File: src/rtl/cache_fill_fsm_pkg.sv
// Shared definitions for the cache miss-fill controller: state encodings
// and default block geometry.
package cache_fill_fsm_pkg;

    localparam int unsigned BLOCK_WORDS = 8;
    localparam int unsigned WORD_OFF_W  = $clog2(BLOCK_WORDS);

    typedef enum logic {
        FILL_IDLE = 1'b0,
        FILL_BUSY = 1'b1
    } fill_state_e;

endpackage

File: src/rtl/cache_fill_fsm_counter.sv
// Up-counter used for the issue and receive word counts of a block fill.
// Synchronous clear has priority over enable.
module fill_counter #(
    parameter int unsigned WIDTH = 4
) (
    input  logic             clk,
    input  logic             rst_n,
    input  logic             clr,
    input  logic             en,
    output logic [WIDTH-1:0] cnt
);

    logic [WIDTH-1:0] cnt_q;
    logic [WIDTH-1:0] cnt_d;

    // Next count: clear, increment or hold.
    always_comb begin
        cnt_d = cnt_q;
        if (clr) begin
            cnt_d = '0;
        end else if (en) begin
            cnt_d = cnt_q + WIDTH'(1);
        end
    end

    // Count register.
    always_ff @(posedge clk or negedge rst_n) begin
        if (!rst_n) begin
            cnt_q <= '0;
        end else begin
            cnt_q <= cnt_d;
        end
    end

    assign cnt = cnt_q;

endmodule

File: src/rtl/cache_fill_fsm.sv
// Miss-handling FSM between a cache and multi-cycle main memory. Streams a
// whole block in one read per cycle, writes each returned word into the
// data array and pulses the tag write alongside the final data write.
module cache_fill_fsm #(
    parameter int unsigned ADDR_W      = 16,
    parameter int unsigned DATA_W      = 16,
    parameter int unsigned BLOCK_WORDS = cache_fill_fsm_pkg::BLOCK_WORDS
) (
    input  logic                           clk,
    input  logic                           rst_n,
    input  logic                           miss_detected,
    input  logic [ADDR_W-1:0]              miss_address,
    input  logic                           memory_data_valid,
    input  logic [DATA_W-1:0]              memory_data,
    output logic                           fsm_busy,
    output logic                           memory_read,
    output logic [ADDR_W-1:0]              memory_address,
    output logic                           write_data_array,
    output logic [$clog2(BLOCK_WORDS)-1:0] fill_word,
    output logic [DATA_W-1:0]              fill_data,
    output logic                           write_tag_array
);

    import cache_fill_fsm_pkg::*;

    localparam int unsigned IDX_W = $clog2(BLOCK_WORDS);
    localparam int unsigned CNT_W = IDX_W + 1;
    localparam logic [CNT_W-1:0]  CNT_FULL = CNT_W'(BLOCK_WORDS);
    localparam logic [CNT_W-1:0]  CNT_LAST = CNT_W'(BLOCK_WORDS - 1);
    localparam logic [ADDR_W-1:0] OFF_MASK = ADDR_W'(2 * BLOCK_WORDS - 1);

    fill_state_e       state_q, state_d;
    logic [ADDR_W-1:0] base_q, base_d;
    logic              ready_q, ready_d;
    logic [CNT_W-1:0]  issue_cnt;
    logic [CNT_W-1:0]  recv_cnt;
    logic              cnt_clr;
    logic              issue_en;
    logic              recv_en;
    logic [CNT_W-1:0]  addr_idx;

    fill_counter #(.WIDTH(CNT_W)) u_issue_cnt (
        .clk   (clk),
        .rst_n (rst_n),
        .clr   (cnt_clr),
        .en    (issue_en),
        .cnt   (issue_cnt)
    );

    fill_counter #(.WIDTH(CNT_W)) u_recv_cnt (
        .clk   (clk),
        .rst_n (rst_n),
        .clr   (cnt_clr),
        .en    (recv_en),
        .cnt   (recv_cnt)
    );

    // State, block base and post-reset ready flag; ready_q keeps every
    // output quiet for the first cycle after reset release.
    always_ff @(posedge clk or negedge rst_n) begin
        if (!rst_n) begin
            state_q <= FILL_IDLE;
            base_q  <= '0;
            ready_q <= 1'b0;
        end else begin
            state_q <= state_d;
            base_q  <= base_d;
            ready_q <= ready_d;
        end
    end

    // Next-state and control decode.
    always_comb begin
        state_d          = state_q;
        base_d           = base_q;
        ready_d          = 1'b1;
        cnt_clr          = 1'b0;
        issue_en         = 1'b0;
        recv_en          = 1'b0;
        fsm_busy         = 1'b0;
        memory_read      = 1'b0;
        write_data_array = 1'b0;
        write_tag_array  = 1'b0;
        fill_data        = '0;
        case (state_q)
            FILL_IDLE: begin
                fsm_busy = miss_detected & ready_q;
                if (miss_detected && ready_q) begin
                    base_d  = miss_address & ~OFF_MASK;
                    cnt_clr = 1'b1;
                    state_d = FILL_BUSY;
                end
            end
            FILL_BUSY: begin
                fsm_busy    = 1'b1;
                memory_read = (issue_cnt < CNT_FULL);
                issue_en    = memory_read;
                if (memory_data_valid) begin
                    write_data_array = 1'b1;
                    fill_data        = memory_data;
                    recv_en          = 1'b1;
                    if (recv_cnt == CNT_LAST) begin
                        write_tag_array = 1'b1;
                        state_d         = FILL_IDLE;
                    end
                end
            end
            default: state_d = FILL_IDLE;
        endcase
    end

    // Request address; holds the last word address once all reads are issued.
    always_comb begin
        addr_idx       = (issue_cnt < CNT_FULL) ? issue_cnt : CNT_LAST;
        memory_address = base_q + (ADDR_W'(addr_idx) << 1);
    end

    assign fill_word = recv_cnt[IDX_W-1:0];

endmodule

File: config.mk
export PLATFORM = sky130hd
export DESIGN_NAME = cache_fill_fsm
export DESIGN_NICKNAME = d
export VERILOG_FILES = /design/src/rtl/cache_fill_fsm_pkg.sv /design/src/rtl/cache_fill_fsm_counter.sv /design/src/rtl/cache_fill_fsm.sv
export SDC_FILE = /design/constraint.sdc
export NUM_CORES = 1
export LEC_CHECK = 0
export ABC_AREA = 1
export CORE_MARGIN = 2
export CORE_UTILIZATION = 35
export CTS_CLUSTER_DIAMETER = 50
export DETAILED_ROUTE_END_ITERATION = 8
export PLACE_DENSITY = 0.79
export SLEW_MARGIN = 5
export SYNTH_ARGS = -nofsm -noshare
export SYNTH_HDL_FRONTEND = slang
export SYNTH_SLANG_ARGS = --single-unit
export TNS_END_PERCENT = 10
File: constraint.sdc
create_clock -name clk -period 1.3 [get_ports clk]
set_clock_uncertainty 0.1 [all_clocks]
set_input_delay 0.26 -clock clk [delete_from_list [all_inputs] [get_ports clk]]
set_output_delay 0.26 -clock clk [all_outputs]
set_load 0.01 [all_outputs]
Yosys cells after proc, flatten, opt, wreduce, memory -nomap -nowiden
Cells that the tools add are included.
{"block": "classes", "bitwise_logic": 2, "eq_ne": 1, "n_mux": 19, "n_addsub": 3, "reduce_logical": 4, "n_lt_le_gt_ge": 1}
{"operator": "16-bit 2-to-1 mux", "count": 2}
{"operator": "4-bit 2-to-1 mux", "count": 5}
{"operator": "16-bit by 5-bit adder with 16-bit output", "count": 1}
{"operator": "1-bit 2-to-1 mux", "count": 10}
{"operator": "4-bit by 1-bit adder with 4-bit output (second input constant)", "count": 2}
{"operator": "4-bit by 3-bit == test with 1-bit output (second input constant)", "count": 1}
{"operator": "4-bit < comparator (second input constant)", "count": 1}
{"operator": "1-bit one-hot mux with 2 select lines", "count": 2}
{"operator": "2-bit nonzero test", "count": 2}
{"operator": "2-bit AND reduction", "count": 1}
{"operator": "1-bit AND", "count": 1}
{"operator": "1-bit logical AND", "count": 1}
{"operator": "1-bit NOT", "count": 1}
{"block": "word_totals", "register_bits": 22, "input_bits": 36, "word_cells": 35}

Depth between registers and ports, before layout
{"block": "depth", "word_depth": 4, "mapped_depth": 5}

Hierarchy
A second synthesis with hierarchy kept.
{"block": "unflattened", "hier_cells": 155, "area_unflattened_um2": 1146.1}
{"module": "cache_fill_fsm", "cells_each": 107, "area_each_um2": 743.2, "seq_area_each_um2": 350.3, "instances": 1}
{"module": "fill_counter", "cells_each": 24, "area_each_um2": 201.4, "seq_area_each_um2": 100.1, "instances": 2}

Least setup slack after synthesis
Ideal clock, no wire load.
{"block": "synth_timing", "path_kind": "register -> output", "start": "register u_recv_cnt.cnt_q[0] (netlist: u_recv_cnt.cnt[0])", "end": "output write_tag_array", "path_buffers": 0, "arrival_ns": 0.802, "path_slack_ns": 0.138, "t_required_ns": 0.940, "path_stages_with_launch": 4, "path_cell_list": "dfrtp_1 -> ha_1 -> nand3_1 -> nor2_1"}
{"block": "synth_between", "elab_chain_cells": 4}
{"item": "start: declaration", "line": "cache_fill_fsm_counter.sv:13", "rtl": "logic [WIDTH-1:0] cnt_q;"}
{"item": "start signal: assignment", "line": "cache_fill_fsm_counter.sv:31", "rtl": "cnt_q <= cnt_d;"}
{"item": "4-bit by 3-bit == test with 1-bit output", "line": "cache_fill_fsm.sv:102", "rtl": "if (recv_cnt == CNT_LAST) begin"}
{"item": "1-bit 2-to-1 mux", "line": "cache_fill_fsm.sv:102"}
{"item": "1-bit 2-to-1 mux", "line": "cache_fill_fsm.sv:98", "rtl": "if (memory_data_valid) begin"}
{"item": "1-bit 2-to-1 mux", "line": "cache_fill_fsm.sv:85", "rtl": "case (state_q)"}
{"item": "end: declaration", "line": "cache_fill_fsm.sv:21", "rtl": "output logic write_tag_array"}
Every way passes these cells.

Final worst setup path
{"block": "layout_timing", "start": "register state_q", "end": "output fill_data[8]"}
{"block": "layout_between", "elab_chain_cells": 1}
{"item": "start: declaration", "line": "cache_fill_fsm.sv:32", "rtl": "fill_state_e state_q, state_d;"}
{"item": "start signal: assignment", "line": "cache_fill_fsm.sv:66", "rtl": "state_q <= state_d;"}
{"item": "16-bit 2-to-1 mux", "line": "cache_fill_fsm.sv:85"}
{"item": "end: declaration", "line": "cache_fill_fsm.sv:20", "rtl": "output logic [DATA_W-1:0] fill_data,"}
Every way passes these cells.

==> impl_metrics.env <==
export IMPL_globalRouteTotalUtil_pct=15.5
export IMPL_areaGrowthSynthToFinish_pct=78.7
export IMPL_seqPwrFrac_pct=31.2
export IMPL_drv_cap=0
export IMPL_drt_iter0_drc=19
export IMPL_die_area_um2=3700
export IMPL_seq_area_frac_synth_pct=48.7
export IMPL_grt_setup_unrepaired="yes"
export IMPL_reg2regPathDepth=7
export IMPL_ys_async_sr_fraction_pct=100
export IMPL_crit_fanout=8
export IMPL_tns_ns=-5.93
export IMPL_clock_sinks=22
export IMPL_portBuffers=69
export IMPL_finalWirelength_um=2930
export IMPL_dp_hpwl_um=2240
export IMPL_syn_avg_cell_area_um2=7.59
export IMPL_antenna_left=0
export IMPL_clockBufferDepth=2
export IMPL_worst_path_most_repeated_cell="buf_6"
export IMPL_syn_inst=149
export IMPL_root_buffer="clkbuf_4"
export IMPL_min_period_over_period_pct=122
export IMPL_h_tree_depth=1
export IMPL_fmax_mhz=629
export IMPL_swShare_pct=37.5
export IMPL_syn_nets=187
export IMPL_p_int_mw=2.31
export IMPL_worst_path_max_delay_cell="dfrtp_1"
export IMPL_grt_max_degree=23
export IMPL_syn_cell_area_um2=1130
export IMPL_drive_gt1_share_pct=38.4
export IMPL_slew_violations=0
export IMPL_power_switching_mw=1.39
export IMPL_timing_rr_start="state_q$_DFF_PN0_"
export IMPL_synth_seq_cells=22
export IMPL_hp_class="in2async"
export IMPL_antenna_cells=0
export IMPL_fillers=252
export IMPL_routedWlPerCell_um=10.2
export IMPL_ioPinCount=75
export IMPL_powerDensity_nw_per_um2=1830
export IMPL_arrival_ns=1.23
export IMPL_rrSetupSlack_ns=-0.02
export IMPL_r2r_end="u_recv_cnt.cnt[3]$_DFFE_PN0P_"
export IMPL_die_h_um=60.8
export IMPL_worst_slack_ns=-0.290
export IMPL_die_w_um=60.8
export IMPL_initial_core_util_pct=37.0
export IMPL_hold_violations=0
export IMPL_violations="setup timing"
export IMPL_vdd_ir_drop_worst_uv=1170
export IMPL_first_pass_iters=4
export IMPL_synth_common_cells="inv_1, nand2_1, dfrtp_1, nor2_1, o21ai_1"
export IMPL_yosysWarnings=0
export IMPL_critPathKind="reg2out"
export IMPL_cp_top_family="flip-flops"
export IMPL_drc=0
export IMPL_start_kind="flip-flop"
export IMPL_ys_top_cells_by_area="dfrtp_1, inv_1, nand2_1"
export IMPL_place_gp_congestion=0.745
export IMPL_numCtsBuffers=3
export IMPL_yosys_area_top_type="dfrtp_1"
export IMPL_synth_edf_count=0
export IMPL_grt_overflow=0
export IMPL_critPathRequiredTime_ns=0.94
export IMPL_final_nets=281
export IMPL_antenna_found_initial=0
export IMPL_synth_most_common_cell="inv_1"
export IMPL_grt_pass1_wl_um=4310
export IMPL_combPwrFrac_pct=58.9
export IMPL_netlist_area_leader_share_pct=48.7
export IMPL_synthFlopType="dfrtp_1"
export IMPL_path_cells="buf_6, nand2_4, buf_6, nor2_1, buf_2"
export IMPL_pwr_share_clk_pct=9.9
export IMPL_via_per_inst=4.10
export IMPL_fin_crit_ns=1.59
export IMPL_cts_tree="done"
export IMPL_vias=1172
export IMPL_stdcell_count=286
export IMPL_yosysUniqueCellTypes=19
export IMPL_p_leak_nw=1.13
export IMPL_place_inst=275
export IMPL_grt_pass1_vias=1037
export IMPL_crit_buf_inv=3
export IMPL_slowest_delay_ns=0.41
export IMPL_rows=20
export IMPL_end_kind="primary output"
export IMPL_setup_violations=27
export IMPL_core_area_um2=3050
export IMPL_clk_latency_ns=0.30
export IMPL_status="complete, but fails checks"
export IMPL_clk_pin_slew_ns=0.12
## layout by cell type, fill, tap and decap left out, types with 2 or more instances in the layout
cell type / n
o21ai_0: 3
conb_1: 2
buf_4: 19
nor2_2: 10
buf_6: 15
inv_2: 3
buf_2: 29
o21ai_1: 14
nand3_1: 5
clkbuf_4: 3
clkbuf_2: 2
clkdlybuf4s50_1: 30
inv_1: 31
dfrtp_1: 22
nand2_1: 28
nor2_1: 11
## logic make-up after synthesis
group	share of synthesized area, %
and+or+nand+nor	22.1
buffers and inverters	17.8
DFF	48.7
AOI/OAI and AO/OA	8.52
adders and majority gates	2.21
other	0.664
## registers in the layout (all words and copies together), names as in the netlist
name,cells
state_q,1
base_q,12
ready_q,1
u_issue_cnt.cnt,4
u_recv_cnt.cnt,4
## through the flow
step / cell area (um2) / power (mW) / setup WS, ns / hold slack [ns] / utilization, %
floorplan: 1130 / 2.08 / 0.138 / -0.136 / -
detailed placement: 1980 / 3.33 / -0.707 / 0.378 / 65.0
finish: 2020 / 3.70 / -0.290 / 0.187 / 66.2
global route: 2020 / 4.02 / -0.363 / 0.179 / 66.2
CTS: 1960 / 3.60 / -0.287 / 0.189 / 64.1
global placement: 1980 / 3.27 / -0.666 / 0.373 / 65.0
## power groups by stage
stage / logic (mW) / clock network, mW / registers [mW]
5_1_grt: 2.41 / 0.414 / 1.19
4_1_cts: 2.06 / 0.384 / 1.15
2_1_floorplan: 0.822 / 0 / 1.26
3_5_place_dp: 2.17 / 0 / 1.16
6_report: 2.18 / 0.366 / 1.16
3_3_place_gp: 2.12 / 0 / 1.15
## per-layer routing
| layer | part of all wire, % | track usage, % | vias to the layer above | wire length, um |
|---|---|---|---|---|
| met5 | 0 | 0 | - | 0 |
| met4 | 0.34 | 1.86 | 0 | 10 |
| met1 | 41 | 18.7 | 520 | 1190 |
| met3 | 4.0 | 4.48 | 2 | 118 |
| li1 | - | - | 624 | - |
| met2 | 55 | 28.1 | 26 | 1610 |
## area by class of cell
cell class / count / area (um2) / share of cell area (%)
repair buffers: 98 / 807 / 39.9
well taps: 44 / 55.1 / 2.72
inverters: 35 / 134 / 6.63
flip-flops and latches: 22 / 551 / 27.2
multi-input cells: 83 / 438 / 21.7
clock buffers: 4 / 36.3 / 1.80
## how the worst max path moves through the flow
stage | from | endpoint | slack (ns) | depth (start not counted)
final | state_q$_DFF_PN0_ | fill_data[8] | -0.29 | 5
after global routing | u_recv_cnt.cnt[2]$_DFFE_PN0P_ | write_tag_array | -0.36 | 5
after CTS | state_q$_DFF_PN0_ | fill_data[15] | -0.29 | 5
after detailed placement | memory_data_valid | fill_data[1] | -0.71 | 5
after global placement | memory_data_valid | fill_data[10] | -0.67 | 5
after floorplan | u_recv_cnt.cnt[0]$_DFFE_PN0P_ | write_tag_array | 0.14 | 3
## repair_timing
action                                  4_1_cts  5_1_grt
hold buffers                                  0        0
buffers inserted                              4        2
gates cloned                                  1        0
endpoints found under the setup margin       39       43
pin swaps                                     2        0
resized for setup                           164       21
Note: power is estimated with default switching activity, not from simulation.
